## src/rtl/mapper225_multicart_ng.sv

```systemverilog
// Mapper 225 family multicart: address-latched NROM game select, lockable outer bank,
// 4-bit scratch RAM at $5800-$5FFF and a reset-vector detector that returns to the menu.
module mapper225_multicart_ng #(
  parameter int OUTER_BITS    = 2,
  parameter int RAM_DEPTH     = 4,
  parameter int RESET_TO_MENU = 1
) (
  input  logic                  m2,
  input  logic                  reset,
  input  logic                  romsel,
  input  logic                  cpu_rw_in,
  input  logic [14:0]           cpu_addr_in,
  input  logic [7:0]            cpu_data_in,
  output logic [7:0]            cpu_data_out,
  output logic                  cpu_data_oe,
  output logic [8+OUTER_BITS:0] cpu_addr_out,
  output logic                  cpu_flash_ce,
  input  logic [3:0]            ppu_addr_in,
  output logic [9+OUTER_BITS:0] ppu_addr_out,
  output logic                  ppu_flash_ce,
  output logic                  ppu_ciram_a10,
  output logic                  ppu_ciram_ce,
  output logic                  locked,
  output logic                  led
);

  localparam int OW = (OUTER_BITS > 0) ? OUTER_BITS : 1;
  localparam int IW = (RAM_DEPTH > 1) ? $clog2(RAM_DEPTH) : 1;

  typedef enum logic {
    IDLE,
    GOT_LO
  } state_t;

  state_t         state;
  logic [6:0]     chr_bank;
  logic [6:0]     prg_bank;
  logic           prg_mode;
  logic           mirroring;
  logic [OW-1:0]  outer;
  logic           lock;
  logic [3:0]     ram [RAM_DEPTH];

  logic           inner_wr;
  logic           outer_wr;
  logic           ram_wr;
  logic           ram_rd;
  logic           vec_lo;
  logic           vec_hi;
  logic           fire;
  logic [IW-1:0]  ram_idx;
  logic [6:0]     prg_index;
  logic           unused_data;

  assign inner_wr = ~romsel & ~cpu_rw_in;
  assign outer_wr = romsel & ~cpu_rw_in & (cpu_addr_in[14:11] == 4'b1010);
  assign ram_wr   = romsel & ~cpu_rw_in & (cpu_addr_in[14:11] == 4'b1011);
  assign ram_rd   = romsel &  cpu_rw_in & (cpu_addr_in[14:11] == 4'b1011);
  assign vec_lo   = ~romsel & cpu_rw_in & (cpu_addr_in == 15'h7FFC);
  assign vec_hi   = ~romsel & cpu_rw_in & (cpu_addr_in == 15'h7FFD);
  assign ram_idx  = (RAM_DEPTH > 1) ? cpu_addr_in[IW-1:0] : '0;
  // The menu return fires on the edge that samples the $FFFD read following $FFFC.
  assign fire     = (RESET_TO_MENU != 0) && (state == GOT_LO) && vec_hi;

  assign unused_data = ^cpu_data_in[6:4];

  always_ff @(posedge m2) begin
    if (reset) begin
      chr_bank  <= 7'h00;
      prg_bank  <= 7'h00;
      prg_mode  <= 1'b0;
      mirroring <= 1'b0;
      outer     <= '0;
      lock      <= 1'b0;
      for (int i = 0; i < RAM_DEPTH; i++) begin
        ram[i] <= 4'h0;
      end
      state     <= IDLE;
    end else begin
      if (fire) begin
        chr_bank  <= 7'h00;
        prg_bank  <= 7'h00;
        prg_mode  <= 1'b0;
        mirroring <= 1'b0;
        outer     <= '0;
        lock      <= 1'b0;
      end else begin
        if (inner_wr) begin
          chr_bank  <= {cpu_addr_in[14], cpu_addr_in[5:0]};
          prg_bank  <= {cpu_addr_in[14], cpu_addr_in[11:6]};
          prg_mode  <= cpu_addr_in[12];
          mirroring <= cpu_addr_in[13];
        end
        if (outer_wr && !lock) begin
          if (OUTER_BITS > 0) begin
            outer <= cpu_data_in[OW-1:0];
          end
          lock <= cpu_data_in[7];
        end
        if (ram_wr) begin
          ram[ram_idx] <= cpu_data_in[3:0];
        end
      end
      // Repeated $FFFC reads keep the detector armed; any other cycle disarms it.
      case (state)
        IDLE:    state <= (RESET_TO_MENU != 0 && vec_lo) ? GOT_LO : IDLE;
        GOT_LO:  state <= (RESET_TO_MENU != 0 && vec_lo) ? GOT_LO : IDLE;
        default: state <= IDLE;
      endcase
    end
  end

  assign prg_index = prg_mode ? prg_bank : {prg_bank[6:1], cpu_addr_in[14]};

  generate
    if (OUTER_BITS > 0) begin : g_outer
      assign cpu_addr_out = {outer, prg_index, cpu_addr_in[13:12]};
      assign ppu_addr_out = {outer, chr_bank, ppu_addr_in[2:0]};
    end else begin : g_flat
      assign cpu_addr_out = {prg_index, cpu_addr_in[13:12]};
      assign ppu_addr_out = {chr_bank, ppu_addr_in[2:0]};
    end
  endgenerate

  assign cpu_data_oe   = ram_rd;
  assign cpu_data_out  = ram_rd ? {4'h0, ram[ram_idx]} : 8'h00;
  assign cpu_flash_ce  = romsel;
  assign ppu_flash_ce  = ppu_addr_in[3];
  assign ppu_ciram_ce  = ~ppu_addr_in[3];
  assign ppu_ciram_a10 = mirroring ? ppu_addr_in[1] : ppu_addr_in[0];
  assign locked        = lock;
  assign led           = ~romsel;

endmodule
```

## config.mk

```make
export PLATFORM = sky130hd
export DESIGN_NAME = mapper225_multicart_ng
export DESIGN_NICKNAME = d
export VERILOG_FILES = /design/src/rtl/mapper225_multicart_ng.sv
export SDC_FILE = /design/constraint.sdc
export NUM_CORES = 1
export LEC_CHECK = 0
export CAP_MARGIN = 40
export CORE_MARGIN = 2
export CORE_UTILIZATION = 48
export DETAILED_ROUTE_END_ITERATION = 12
export HOLD_SLACK_MARGIN = 0.02
export PLACE_DENSITY = 0.85
export SYNTH_ARGS = -nofsm -noshare
export SYNTH_HDL_FRONTEND = slang
export SYNTH_SLANG_ARGS = --single-unit
```

## constraint.sdc

```tcl
create_clock -name m2 -period 5.55 [get_ports m2]
set_clock_uncertainty 0.1 [all_clocks]
set_input_delay 1.11 -clock m2 [delete_from_list [all_inputs] [get_ports m2]]
set_output_delay 1.11 -clock m2 [all_outputs]
set_load 0.02 [all_outputs]
```

======== Word level (Yosys, flattened, before mapping) ========
Memory sizes are Yosys's and may differ from the RTL's.
Index checks and enable logic that the tools add are counted.
word-level totals
  bits in latches ......................... 0
  memories ................................ 1
  register bits ........................... 20
  bits in writable memories ............... 16
  output and inout bits ................... 38
  bits in read-only memories .............. 0
  word-level logic and storage cells ...... 42
cells by class
  reduce and logical (&&, ||, !) cells .... 5
  muxes and demuxes ....................... 13
  magnitude comparators ................... 0
  divide/modulo/power cells ............... 0
  equality and inequality tests ........... 4
  $add $sub $neg .......................... 0
  shifts and indexed selects .............. 0
  bitwise operators ....................... 12
  multipliers ............................. 0
memory list
  memory  words  width  rd ports  clocked after Yosys merged registers in  wr ports  line  RTL
  ram     4      4      1         0                                        4         42    logic [3:0] ram [RAM_DEPTH];
operator list
  cell                  number
  $eq 15x15->1 const B  2
  $mux 1                10
  $and 1x1->1           9
  $eq 4x4->1 const B    2
  $mux 4                2
  $reduce_or 4->1       1
  $not 1->1             3
  $logic_and 1x1->1     2
  $mux 2                1
  $reduce_or 2->1       1
  $logic_not 1->1       1

======== Depth between registers and ports, before layout ========
Gate-level depths: netlist of run 1.
  word-level depth ........................ 9
  depth in mapped cells ................... 6
  mapped depth without buffers ............ 3

======== Worst setup path after synthesis of run 1 ========
Ideal clock, no wire load.
  path type ............................... input -> output
  start ................................... input port cpu_rw_in
  end ..................................... output port cpu_data_out[0]
  buffers on the path ..................... 1
  path slack .............................. 2.187 ns
  cell stages on the path ................. 4
  data arrival time ....................... 2.153 ns
  required time ........................... 4.340 ns
  cells stage by stage .................... buf_2 nand4_2 or3_1 nor2b_1
between the ends
  cells in the longest elaborated chain, start to end .. 3
RTL lines
  element                    line  RTL
  start, declared            11    input logic cpu_rw_in,
  $and 1x1->1 (2 in series)  58    assign ram_rd = romsel & cpu_rw_in & (cpu_addr_in[14:11] == 4'b1011);
  $mux 4                     126   assign cpu_data_out = ram_rd ? {4'h0, ram[ram_idx]} : 8'h00;
  end, declared              14    output logic [7:0] cpu_data_out,
Every way passes these cells.

======== Final worst setup path of run 1 ========
  start ................................... input port cpu_addr_in[0]
  end ..................................... output port cpu_data_out[3]
between the ends
  cells in the longest elaborated chain, start to end .. 2
RTL lines
  element          line  RTL
  start, declared  12    input logic [14:0] cpu_addr_in,
  $mem_v2 4x4      --
  $mux 4           126
Every way passes these cells.

==> flow_summary.toml, run 1 <==
[layout]
seq_area_um2 = 860.8
multiInputGateArea_um2 = 798.3
drive_above_1_share = 0.1067
fillers = 326
syn2layout_area_growth_pct = 29.02
final_nets = 255
final_util = 0.6568
antenna_cells = 0

[grt]
grt_pass1_vias = 1517
grt_antenna_before_repair = 0
grt_use_total = 0.2045
grt_max_degree = 37
gr-total-overflow = 0
grt_pass1_wl_um = 6865

[worst_hold_path]
hold_end = "prg_bank[0]"
min_from = "prg_bank[0]"
min_path_type = "register to register"
hold_path_depth = 2

[die]
rows = 22
core_um2 = 3744
die_width_um = 67.01
initial_utilization = 0.5090
die_h_um = 67.01
die-area_um2 = 4490
ios = 69

[timing]
period_needed_ns = 4.451
slew_viol_final = 0
worst-slew-pin-transition_ns = 0.9018
rsz0062_at_grt = "false"
tns_ns = 0
timing.final.crit_share = 0.8020
hold_viol_final = 0
fmaxAchievable_mhz = 224.7
setup-violations-final = 0
maxSlewHeadroom = 0.3988

[yosys]
synth_warnings = 0
yosysSeqAreaShare = 0.4517
yosysMostFrequentCell = "buf_4"
synth-edff-count = 16
syn_area_per_cell_um2 = 10.19
synth_top_area_frac = 0.2521
yosys.area.top_type = "edfxtp_1"
synthArstFlopShare = 0
yosysUniqueCellTypes = 37
synthCells = 187
synth_common_cells = "buf_4 (22), dfxtp_1 (19), nand2_1 (19)"
synth_seq_cells = 35
netlist_top_cells_area = "edfxtp_1 (25%), dfxtp_1 (20%), buf_4 (8.7%)"
syn-cell-area_um2 = 1906
ys.flop_type = "dfxtp_1"

[setup_path]
cp-start-kind = "input pin"
required_ns = 4.34
r2r-end = "ram[3][3]"
r2r_cells = 2
r2r_slack_ns = 3.88
critPathMaxFanout = 14
reg2reg_from = "state"
critical_path_class = "input pin to output pin"
end_kind = "output pin"
cp.arrival_ns = 3.24

[clocking]
cts_resized = 0
cts_buffers = 5
cts_tree = "done"
holdBufCountCts = 0
cts_setup_buffers = 0
clk_latency_ns = 0.28
clockBufferDepth = 2
clk_pin_slew_ns = 0.07
htreeDepth = 2
cts.sinks = 35
ctsRootBufferMaster = "clkbuf_8"

[flow_run]
maxCapViolCount = 0

[place]
hpwlAfterDp_um = 3081
place_congestion = 0.7914
io_buffers = 59

[power_and_ir_drop]
power_density_nw_per_um2 = 226.2
p_leak_nw = 0.8251
ir_drop_uv = 119.3

[drt]
viasPerCell = 5.897
antenna_left = 0
drc = 0
wire_per_inst_um = 15.85
routed_wl_um = 4326
via_count = 1610
drtIter0Drc = 32
dr.pass1.iters = 4

[status]
status = "complete, no violations"
-- worst max-delay path by stage --
stage | start | to | depth (start not counted)
2_1_floorplan | cpu_rw_in | cpu_data_out[0] | 4
3_3_place_gp | cpu_addr_in[0] | cpu_data_out[1] | 4
3_5_place_dp | cpu_addr_in[0] | cpu_data_out[3] | 4
4_1_cts | cpu_addr_in[0] | cpu_data_out[3] | 4
5_1_grt | cpu_addr_in[0] | cpu_data_out[3] | 4
6_report | cpu_addr_in[0] | cpu_data_out[3] | 4
-- layer usage --
metal	GRT usage	vias to the layer above	routed length, um
met3	0.07095	4	402
met1	0.2414	779	1650
met5	0	-	0
met2	0.3589	67	2241
li1	-	760	-
met4	0.03827	0	31
-- metrics by stage --
step | power, mW | instance area, um^2 | worst slack, ns | hold WS, ns | cells
2_1_floorplan | 0.3464 | 1917 | 2.187 | 0.3672 | 190
3_3_place_gp | 0.3831 | 2366 | 1.146 | 0.3821 | 264
3_5_place_dp | 0.3851 | 2374 | 1.103 | 0.3909 | 265
4_1_cts | 0.5593 | 2459 | 1.097 | 0.4002 | 273
5_1_grt | 0.5788 | 2459 | 1.033 | 0.4290 | 273
6_report | 0.5561 | 2459 | 1.099 | 0.3949 | 273
-- logic make-up after synthesis --
kind of cell           share of synthesized area
AND/OR/NAND/NOR                           0.1674
AO/OA/AOI/OAI                             0.1845
buffers and inverters                     0.1353
flip-flops                                0.4517
multiplexers                             0.05909
other                                   0.001968
-- where the power goes --
group / internal, mW / switching (mW)
clock network: 0.0876 / 0.0889
registers: 0.280 / 0.00397
logic: 0.0474 / 0.0480
total: 0.415 / 0.141
-- sequential cells by signal, summed over array words and instances, names as in the netlist --
signal / cells
ram: 16
chr_bank: 7
prg_bank: 6
outer: 2
locked: 1
mirroring: 1
prg_mode: 1
state: 1
-- worst max-delay path, stage by stage --
cell             delay [ns]
clkdlybuf4s50_1        0.87
mux4_2                 0.58
nor2b_1                0.14
clkdlybuf4s50_1        0.54
-- final cells by class --
type | instances | share of cell area
multi-input combinational | 111 | 0.3247
timing repair buffer | 64 | 0.2555
tap | 48 | 0.02443
clock buffer | 6 | 0.02952
inverter | 7 | 0.01069
sequential | 35 | 0.3501
clock inverter | 2 | 0.005089
-- cells in the final DEF, fill, tap and decap left out, types with 2 or more instances in the layout --
| cell | instances |
|---|---|
| nor2b_1 | 5 |
| and2_1 | 2 |
| nor4_1 | 4 |
| nand4_1 | 2 |
| nor2_1 | 2 |
| nand2_1 | 19 |
| edfxtp_1 | 16 |
| o21bai_1 | 2 |
| a2111oi_0 | 6 |
| mux2_2 | 2 |
| nor3_1 | 4 |
| or3_1 | 2 |
| mux4_2 | 4 |
| conb_1 | 4 |
| dfxtp_1 | 19 |
| clkdlybuf4s50_1 | 59 |
| a2111oi_1 | 2 |
| clkbuf_8 | 5 |
| inv_1 | 7 |
| o21ai_0 | 17 |
| buf_4 | 5 |
| a221oi_1 | 17 |
| nand3_1 | 3 |
Note: power is estimated with default switching activity, not from simulation.
==> inputs of run 2 (changes only) <==
--- a/config.mk
+++ b/config.mk
@@ -7,10 +7,10 @@
 export LEC_CHECK = 0
 export CAP_MARGIN = 40
 export CORE_MARGIN = 2
-export CORE_UTILIZATION = 48
+export CORE_UTILIZATION = 40
 export DETAILED_ROUTE_END_ITERATION = 12
 export HOLD_SLACK_MARGIN = 0.02
-export PLACE_DENSITY = 0.85
+export PLACE_DENSITY = 0.76
 export SYNTH_ARGS = -nofsm -noshare
 export SYNTH_HDL_FRONTEND = slang
 export SYNTH_SLANG_ARGS = --single-unit
==> constraint.sdc (replaced) <==
create_clock -name m2 -period 3.7 [get_ports m2]
set_clock_uncertainty 0.1 [all_clocks]
set_input_delay 0.74 -clock m2 [delete_from_list [all_inputs] [get_ports m2]]
set_output_delay 0.74 -clock m2 [all_outputs]
set_load 0.02 [all_outputs]
==> run 2 against run 1 <==
  * Final cell count rose by 4.8%
  * Flip-flop and latch count is the same
  * Utilization down 12 points
  * Via count shrank 0.31%
  * Non-clock buffer count is 7 higher
  * First-iteration DRC count increased by 150%
  * Global-route usage fell by 3.9 points
  * Sequential power is 50% higher
  * Critical endpoint unchanged
==> flow_summary.toml, run 2 (same netlist as run 1, synthesis figures left out) <==
[status]
status = "complete, no violations"

[place]
placed_area_um2 = 2434
io_buffers = 59
dp_slack_ns = 0.1943
hpwlAfterDp_um = 3055
place_congestion = 0.8240

[clocking]
htreeDepth = 2
clk_pin_slew_ns = 0.07
holdBufCountCts = 0
cts_setup_buffers = 0
ctsRootBufferMaster = "clkbuf_8"
cts_resized = 0
cts_tree = "done"
clockBufferDepth = 2
cts_buffers = 5
cts.sinks = 35
clk_latency_ns = 0.28

[layout]
reg.largest.list = "ram: 16 flops, chr_bank: 7 flops, prg_bank: 6 flops"
antenna_cells = 0
layout_common_cells = "clkdlybuf4s50_1 (59), nand2_1 (19), dfxtp_1 (19), o21ai_0 (17), a221oi_1 (17)"
postLayoutCellArea_um2 = 2522
drive_above_1_share = 0.1379
final_nets = 262
largest_reg_flops = 16
regMostFlops = "ram"
syn2layout_area_growth_pct = 32.37
final_common_cell = "clkdlybuf4s50_1"

[power_and_ir_drop]
ir_drop_uv = 175.7
power_density_nw_per_um2 = 332.8
p_leak_nw = 0.8593

[die]
rows = 25
core_um2 = 4661
die_width_um = 73.02
initial_utilization = 0.4089
die_h_um = 73.02
ios = 69
die-area_um2 = 5332

[timing]
setup-violations-final = 0
tns_ns = 0
worst-slew-pin-transition_ns = 0.5074
hold_viol_final = 0
period_needed_ns = 3.497
rsz0062_at_grt = "false"
slew_viol_final = 0
fmaxAchievable_mhz = 286.0
timing.final.crit_share = 0.9451
worst_slack_ns = 0.2033
maxSlewHeadroom = 0.6571
holdWs_ns = 0.3996

[setup_path]
critical_path_class = "input pin to output pin"
path_common_cell = "clkdlybuf4s50_1"
critical_path.top_delay_family = "buffers and inverters"
required_ns = 2.86
cp.arrival_ns = 2.66
critPathMaxStageDelay_ns = 0.60
crit_chain = "clkdlybuf4s50_1 -> nand4_2 -> or3_1 -> nor2b_1 -> clkdlybuf4s50_1"
critPathMaxFanout = 6
end_kind = "output pin"
cp.buffers_inverters = 2
cp-start-kind = "input pin"
critPathSlowestCell = "clkdlybuf4s50_1"

[drt]
routed_wl_um = 4236
viasPerCell = 5.612
via_count = 1605
antenna_left = 0
drtIter0Drc = 79
wire_per_inst_um = 14.81
drc = 0
dr.pass1.iters = 4

[flow_run]
maxCapViolCount = 0

[grt]
grt_use_total = 0.1657
grt_pass1_vias = 1482
grt_antenna_before_repair = 0
gr-total-overflow = 0
grt_pass1_wl_um = 6748
grt_max_degree = 36

[worst_hold_path]
min_path_type = "register to register"
run 2: changes by cell type in the layout (fill, tap and decap cells not counted):
| cell | delta |
|---|---|
| buf_4 | +7 |
| clkbuf_1 | -1 |
| clkinvlp_4 | +1 |
run 2: final cells by class:
class	instances	area, um^2
clock buffer	5	68.82
fill	413	2138
sequential	35	860.8
multi-input combinational	111	798.3
inverter	7	26.28
clock inverter	3	20.02
tap	54	67.56
timing repair buffer	71	680.7
run 2: per-stage QoR:
step	util	instances	total power, mW
CTS	0.5412	286	0.8464
detailed placement	0.5221	278	0.5808
floorplan	-	190	0.5196
global route	0.5412	286	0.8726
finish	0.5412	286	0.8394
global placement	0.5221	278	0.5796
run 2: final timing paths:
| kind | startpoint | to | slack (ns) | cells past startpoint |
|---|---|---|---|---|
| max | cpu_addr_in[12] | cpu_data_out[3] | 0.20 | 5 |
| min | prg_bank[3] | prg_bank[3] | 0.40 | 2 |
| max reg2reg | locked | outer[1] | 2.26 | 3 |
| min reg2reg | prg_bank[3] | prg_bank[3] | 0.40 | 2 |
run 2: report_power, final:
part	internal, mW	leakage, nW	total [mW]	switching, mW
Clock	0.131	0.0402	0.267	0.136
Sequential	0.420	0.307	0.427	0.00623
Combinational	0.0745	0.512	0.146	0.0716
Total	0.626	0.859	0.839	0.214
run 2: routing by layer:
layer / vias up / wire length [um] / share of wire / track usage
met5: - / 0 / 0 / 0
met3: 4 / 334 / 0.079 / 0.05663
met1: 758 / 1802 / 0.43 / 0.2058
li1: 772 / - / - / -
met2: 71 / 2052 / 0.48 / 0.2613
met4: 0 / 46 / 0.011 / 0.07202
run 2: tightest hold or removal path, delay by kind of cell (launching register included):
| kind | cells | cell delay (ns) |
|---|---|---|
| DFF | 1 | 0.32 |
| AOI/OAI and AO/OA | 2 | 0.14 |
==> patch 1, RTL diff (config.mk and constraints of run 2) <==
Make the reset (`reset`) asynchronous in one clocked block.
--- a/src/rtl/mapper225_multicart_ng.sv
+++ b/src/rtl/mapper225_multicart_ng.sv
@@ -66,3 +66,3 @@
 
-  always_ff @(posedge m2) begin
+  always_ff @(posedge m2 or posedge reset) begin
     if (reset) begin
Behaviour: differs if reset is asserted again (counterexample within 4 cycles, from zero or initial values and one cycle with reset high); with reset held inactive, the same outputs for 10 cycles.
==> patch 1 against run 2 <==
- sequential cell count unchanged
- synthesized area is 2.8% lower
- worst setup slack lost 59 ps
- final area down 2.3%
- count of clock-buffer cells in the layout is 2 higher
- wire length down 4.3%
- critical path depth unchanged
- largest cell class unchanged
- synthesized cell count down 21%
- register-to-register slack better by 150 ps
- via count fell by 18%
- total power increased by 17%
==> patch 1: results (changes against run 2) <==
| Metric | Value |
|---|---|
| Number of buffers created by CTS | 5 (unchanged) |
| Sw Share | 0.2851 (+0.03034) |
| Layout cells sized above 1 | 0.2121 (+0.07419) |
| Via count | 1,319 (-18%) |
| Final WL | 4055 µm (-4.3%) |
| First-pass iteration count of the detailed router | 4 (unchanged) |
| GRT Util Overall | 0.1710 (+0.005223) |
| Starting DRT DRC Count | 68 (-14%) |
| Flop2flop setup slack | 2410 ps (+150 ps) |
| Clk_lat worst skew | 290 ps |
| Worst-Margin Slew | 941.2 ps (+433.8 ps) |
| Hold depth | 1 (-1) |
| VDD IR-drop max | 226.1 µV (+29%) |
| Nets | 228 (-13%) |
| Reg2reg path depth | 2 (-1) |
| Fraction of registers with async set/reset | 1.000 (+1.000) |
| Status | finished clean |
| Per-cell routed wire length | 16.22 µm (+9.5%) |
| Hold endpoint | ram[7] |
| Post-synth EDFFs | 0 (-16) |
| Crit path max fanout | 5 (-1) |
| Fill cells | 376 (-9.0%) |
| Share of power burned in registers | 0.462 (-0.046) |
| Top delay family on crit path | buffers and inverters |
| Hold slack | 404.7 ps (+5.140 ps) |
| Synth cell types | 29 (-22%) |
| First-pass GRT wire length | 6658 µm (-1.3%) |
| Reg-to-reg endpoint | chr_bank[2] |
| Cell Area, Placed | 0.002382 mm² (-2.1%) |
| Worst r2r src | state |
| Placer Congestion | 0.7960 (-3.4%) |
| Avg Cell Area, Syn | 12.60 µm² (+24%) |
| DP HPWL | 3080 µm (+0.83%) |
| Clock Path Buffers | 2 (unchanged) |
| Seq/Total Area, Yosys | 0.4730 (+0.02123) |
| Top cells by count, synth | 35 x dfrtp_1, 21 x buf_4, 18 x mux2_2 |
| Worst path slowest cell | clkdlybuf4s50_1 |
| Number of global-route vias before repair | 1,349 (-9.0%) |
| Post-Place Cells | 242 (-13%) |
| Post-cts resize count | 0 (unchanged) |
| Hold path start | ram[7] |
| Leak | 1.093 nW (+27%) |
| Largest cells by area after synthesis | dfrtp_1 47%, mux2_2 11%, buf_4 8.5%, mux2i_1 8.1%, mux4_2 4.9% |
| Ys flop type | dfrtp_1 |
| Slowest stage delay, CP | 620 ps (+20 ps) |
| Postcts setup bufs | 0 (unchanged) |
| Hold crit path type | register to register |
| Number of I/O port buffers | 59 (unchanged) |
| CTS Root Buffer Type | clkbuf_8 |
| H-tree levels | 2 (unchanged) |
| Antenna diode count | 0 (unchanged) |
patch 1: worst register-to-register path, delay by kind of cell, from the launching register on:
kind / cells / cell delay, ps
simple gates: 1 / 550
flops: 1 / 320
compound gates: 1 / 160
patch 1: logic make-up after synthesis:
kind of cell	synth area share
buf+inv	0.1101
other cells	0.002025
simple gates	0.1115
flops	0.4730
mux	0.2392
compound gates	0.06419
patch 1: power groups by stage:
stage / Combinational (W) / Clock, W / Sequential [W]
after floorplan: 0.000147 / 0 / 0.000473
after global placement: 0.000263 / 0 / 0.000457
after detailed placement: 0.000270 / 0 / 0.000461
after CTS: 0.000271 / 0.000268 / 0.000454
after global routing: 0.000286 / 0.000291 / 0.000459
final: 0.000267 / 0.000261 / 0.000454
patch 1: area by class of cell:
class | count | area (µm²) | area share
clock inverter | 1 | 5.005 | 0.002031
clock buffer | 7 | 76.32 | 0.03098
tap | 52 | 65.06 | 0.02641
multi-input combinational | 85 | 783.3 | 0.3179
inverter | 4 | 15.01 | 0.006094
timing repair buffer | 66 | 643.1 | 0.2610
sequential | 35 | 875.8 | 0.3555
patch 1: worst max path at each step:
stage                    start              end  slack [ps]
2_1_floorplan   cpu_addr_in[1]  cpu_data_out[0]        1240
5_1_grt        cpu_addr_in[14]  cpu_data_out[2]          60
6_report       cpu_addr_in[12]  cpu_data_out[2]         140
4_1_cts        cpu_addr_in[14]  cpu_data_out[2]         110
3_3_place_gp   cpu_addr_in[14]  cpu_data_out[2]         130
3_5_place_dp   cpu_addr_in[14]  cpu_data_out[2]         120
patch 1: metal layers:
| metal | global-route usage | up-vias | wire length, µm |
|---|---|---|---|
| met1 | 0.2144 | 640 | 1723 |
| met2 | 0.2767 | 63 | 1946 |
| met4 | 0.06499 | 0 | 69 |
| met5 | 0 | - | 0 |
| li1 | - | 609 | - |
| met3 | 0.05556 | 7 | 316 |
patch 1: stage by stage:
stage                     worst slack, ps    util
after floorplan                      1238       -
after global placement              127.6  0.5397
after detailed placement            118.9  0.5397
after CTS                           111.8  0.5581
after global routing                57.70  0.5581
final                               144.0  0.5581
==> patch 2, RTL diff (settings of run 2) <==
Made on the original files. `OUTER_BITS`: 2 -> 4.
--- a/src/rtl/mapper225_multicart_ng.sv
+++ b/src/rtl/mapper225_multicart_ng.sv
@@ -3,3 +3,3 @@
 module mapper225_multicart_ng #(
-  parameter int OUTER_BITS    = 2,
+  parameter int OUTER_BITS    = 4,
   parameter int RAM_DEPTH     = 4,
Ports: changed (resized cpu_addr_out and ppu_addr_out); port bits go from 69 to 73. The function was not compared with the original's and may differ.
==> patch 2 against run 2 <==
- largest cell class unchanged
- clock power up 7.9%
- sequential cell count up 2
- worst setup slack better by 5.3 ps
- wire length up 10%
- total power up 5.7%
- first-iteration DRC count unchanged
- fmax up 0.15%
- synthesized area up 7.6%
- critical endpoint unchanged
- final area up 6.6%
==> patch 2: results (changes against run 2) <==
| Metric | Value |
|---|---|
| Status | finished clean |
| Number of I/O port buffers | 63 (+6.8%) |
| Number of buffers created by CTS | 5 (unchanged) |
| Crit path launch | cpu_addr_in[11] |
| Flop2flop setup slack | 2090 ps (-170 ps) |
| Post-synth EDFFs | 16 (unchanged) |
| Synth Area in Compound Gates | 0.2063 (+0.02184) |
| WP data arrival | 2650 ps (about the same) |
| Via count | 1,684 (+4.9%) |
| Initial antenna violation count | 0 (unchanged) |
| Post-Syn Instances | 198 (+5.9%) |
| VDD IR-drop max | 255.5 µV (+45%) |
| Worst r2r src | locked |
| Setup ws final | 208.6 ps (+5.288 ps) |
| Final Power | 0.0008873 W (+5.7%) |
| Fraction of registers with async set/reset | 0 (unchanged) |
| DP HPWL | 3364 µm (+10%) |
| Pin count of the biggest net entering global routing | 34 (-5.6%) |
| Seq group | 0.000449 W (+5.2%) |
| Post-detailed-route via-to-cell ratio | 5.380 (-4.1%) |
| Hold endpoint | chr_bank[0] |
| Hold path start | chr_bank[0] |
| Layout cells sized above 1 | 0.1399 (+0.001987) |
| GRT Util Overall | 0.1709 (+0.005174) |
| Top cells by count, synth | 25 x buf_4, 21 x dfxtp_1, 19 x a221oi_1, 19 x nand2_1, 19 x o21ai_0 |
| Synth cell types | 39 (+5.4%) |
| Placer Congestion | 0.8017 (-2.7%) |
| Multiplexer share of the synthesized area | 0.05495 (-0.004149) |
| Crit path max fanout | 5 (-1) |
| First-pass GRT wire length | 7210 µm (+6.8%) |
| Nets | 273 (+4.2%) |
| Final instance area | 0.002689 mm² (+6.6%) |
| Biggest regs | ram: 16 flops, chr_bank: 7 flops, prg_bank: 6 flops |
| Clk slew on worst S/H paths | 70 ps (about the same) |
| Cell Area, Placed | 0.002599 mm² (+6.8%) |
| Top delay family on crit path | buffers and inverters |
| Leak | 0.9056 nW (+5.4%) |
| Reg-to-reg endpoint | outer[3] |
| Synthesis Warnings | 0 (unchanged) |
| Number of global-route vias before repair | 1,513 (+2.1%) |
| Ys flop type | dfxtp_1 |
| Post-Place Cells | 305 (+9.7%) |
| Sw Share | 0.2467 (-0.007988) |
| Final WL | 4661 µm (+10%) |
| Worst-Margin Slew | 729.1 ps (+221.7 ps) |
| Largest cells by area after synthesis | edfxtp_1 23%, dfxtp_1 21%, buf_4 9.2%, a221oi_1 8.1%, o21ai_0 4.6% |
| Seq/Total Area, Yosys | 0.4396 (-0.01218) |
| Critical Path End | cpu_data_out[3] |
| Postcts setup bufs | 0 (unchanged) |
| Hold slack | 394.8 ps (-4.785 ps) |
| First-pass iteration count of the detailed router | 4 (unchanged) |
| Synth Area in Adders | 0 (unchanged) |
| Fill cells | 457 (+11%) |
| Logic power comb | 0.000150 W (+3%) |
| CTS Root Buffer Type | clkbuf_8 |
==> patch 2: cell types whose count changed after synthesis, moves of 3 or more <==
cell / run 2 / this run
a2111oi_0: 6 / 3
a2111oi_2: 0 / 4
buf_2: 8 / 4
buf_4: 22 / 25
buf_6: 0 / 3
nor2_1: 2 / 6
nor4_1: 4 / 0
==> patch 2: cells by family after synthesis <==
family                 count (synthesis)
AND/OR/NAND/NOR                       55
AO/OA/AOI/OAI                         52
buffers and inverters                 47
flip-flops                            37
multiplexers                           6
other                                  1
==> patch 2: final cells by class <==
cell class,count,share of cell area
clock buffers,8,0.03350
inverters,7,0.009772
flip-flops and latches,37,0.3350
well taps,70,0.03257
multi-input cells,117,0.3239
repair buffers,74,0.2652
==> patch 2: routing by layer <==
layer  GRT usage  vias to the layer above  part of all wire
met3     0.05952                        4             0.079
met4     0.05458                        0            0.0092
met5           0                        -                 0
met2      0.2696                       74              0.48
li1            -                      808                 -
met1      0.2215                      798              0.43
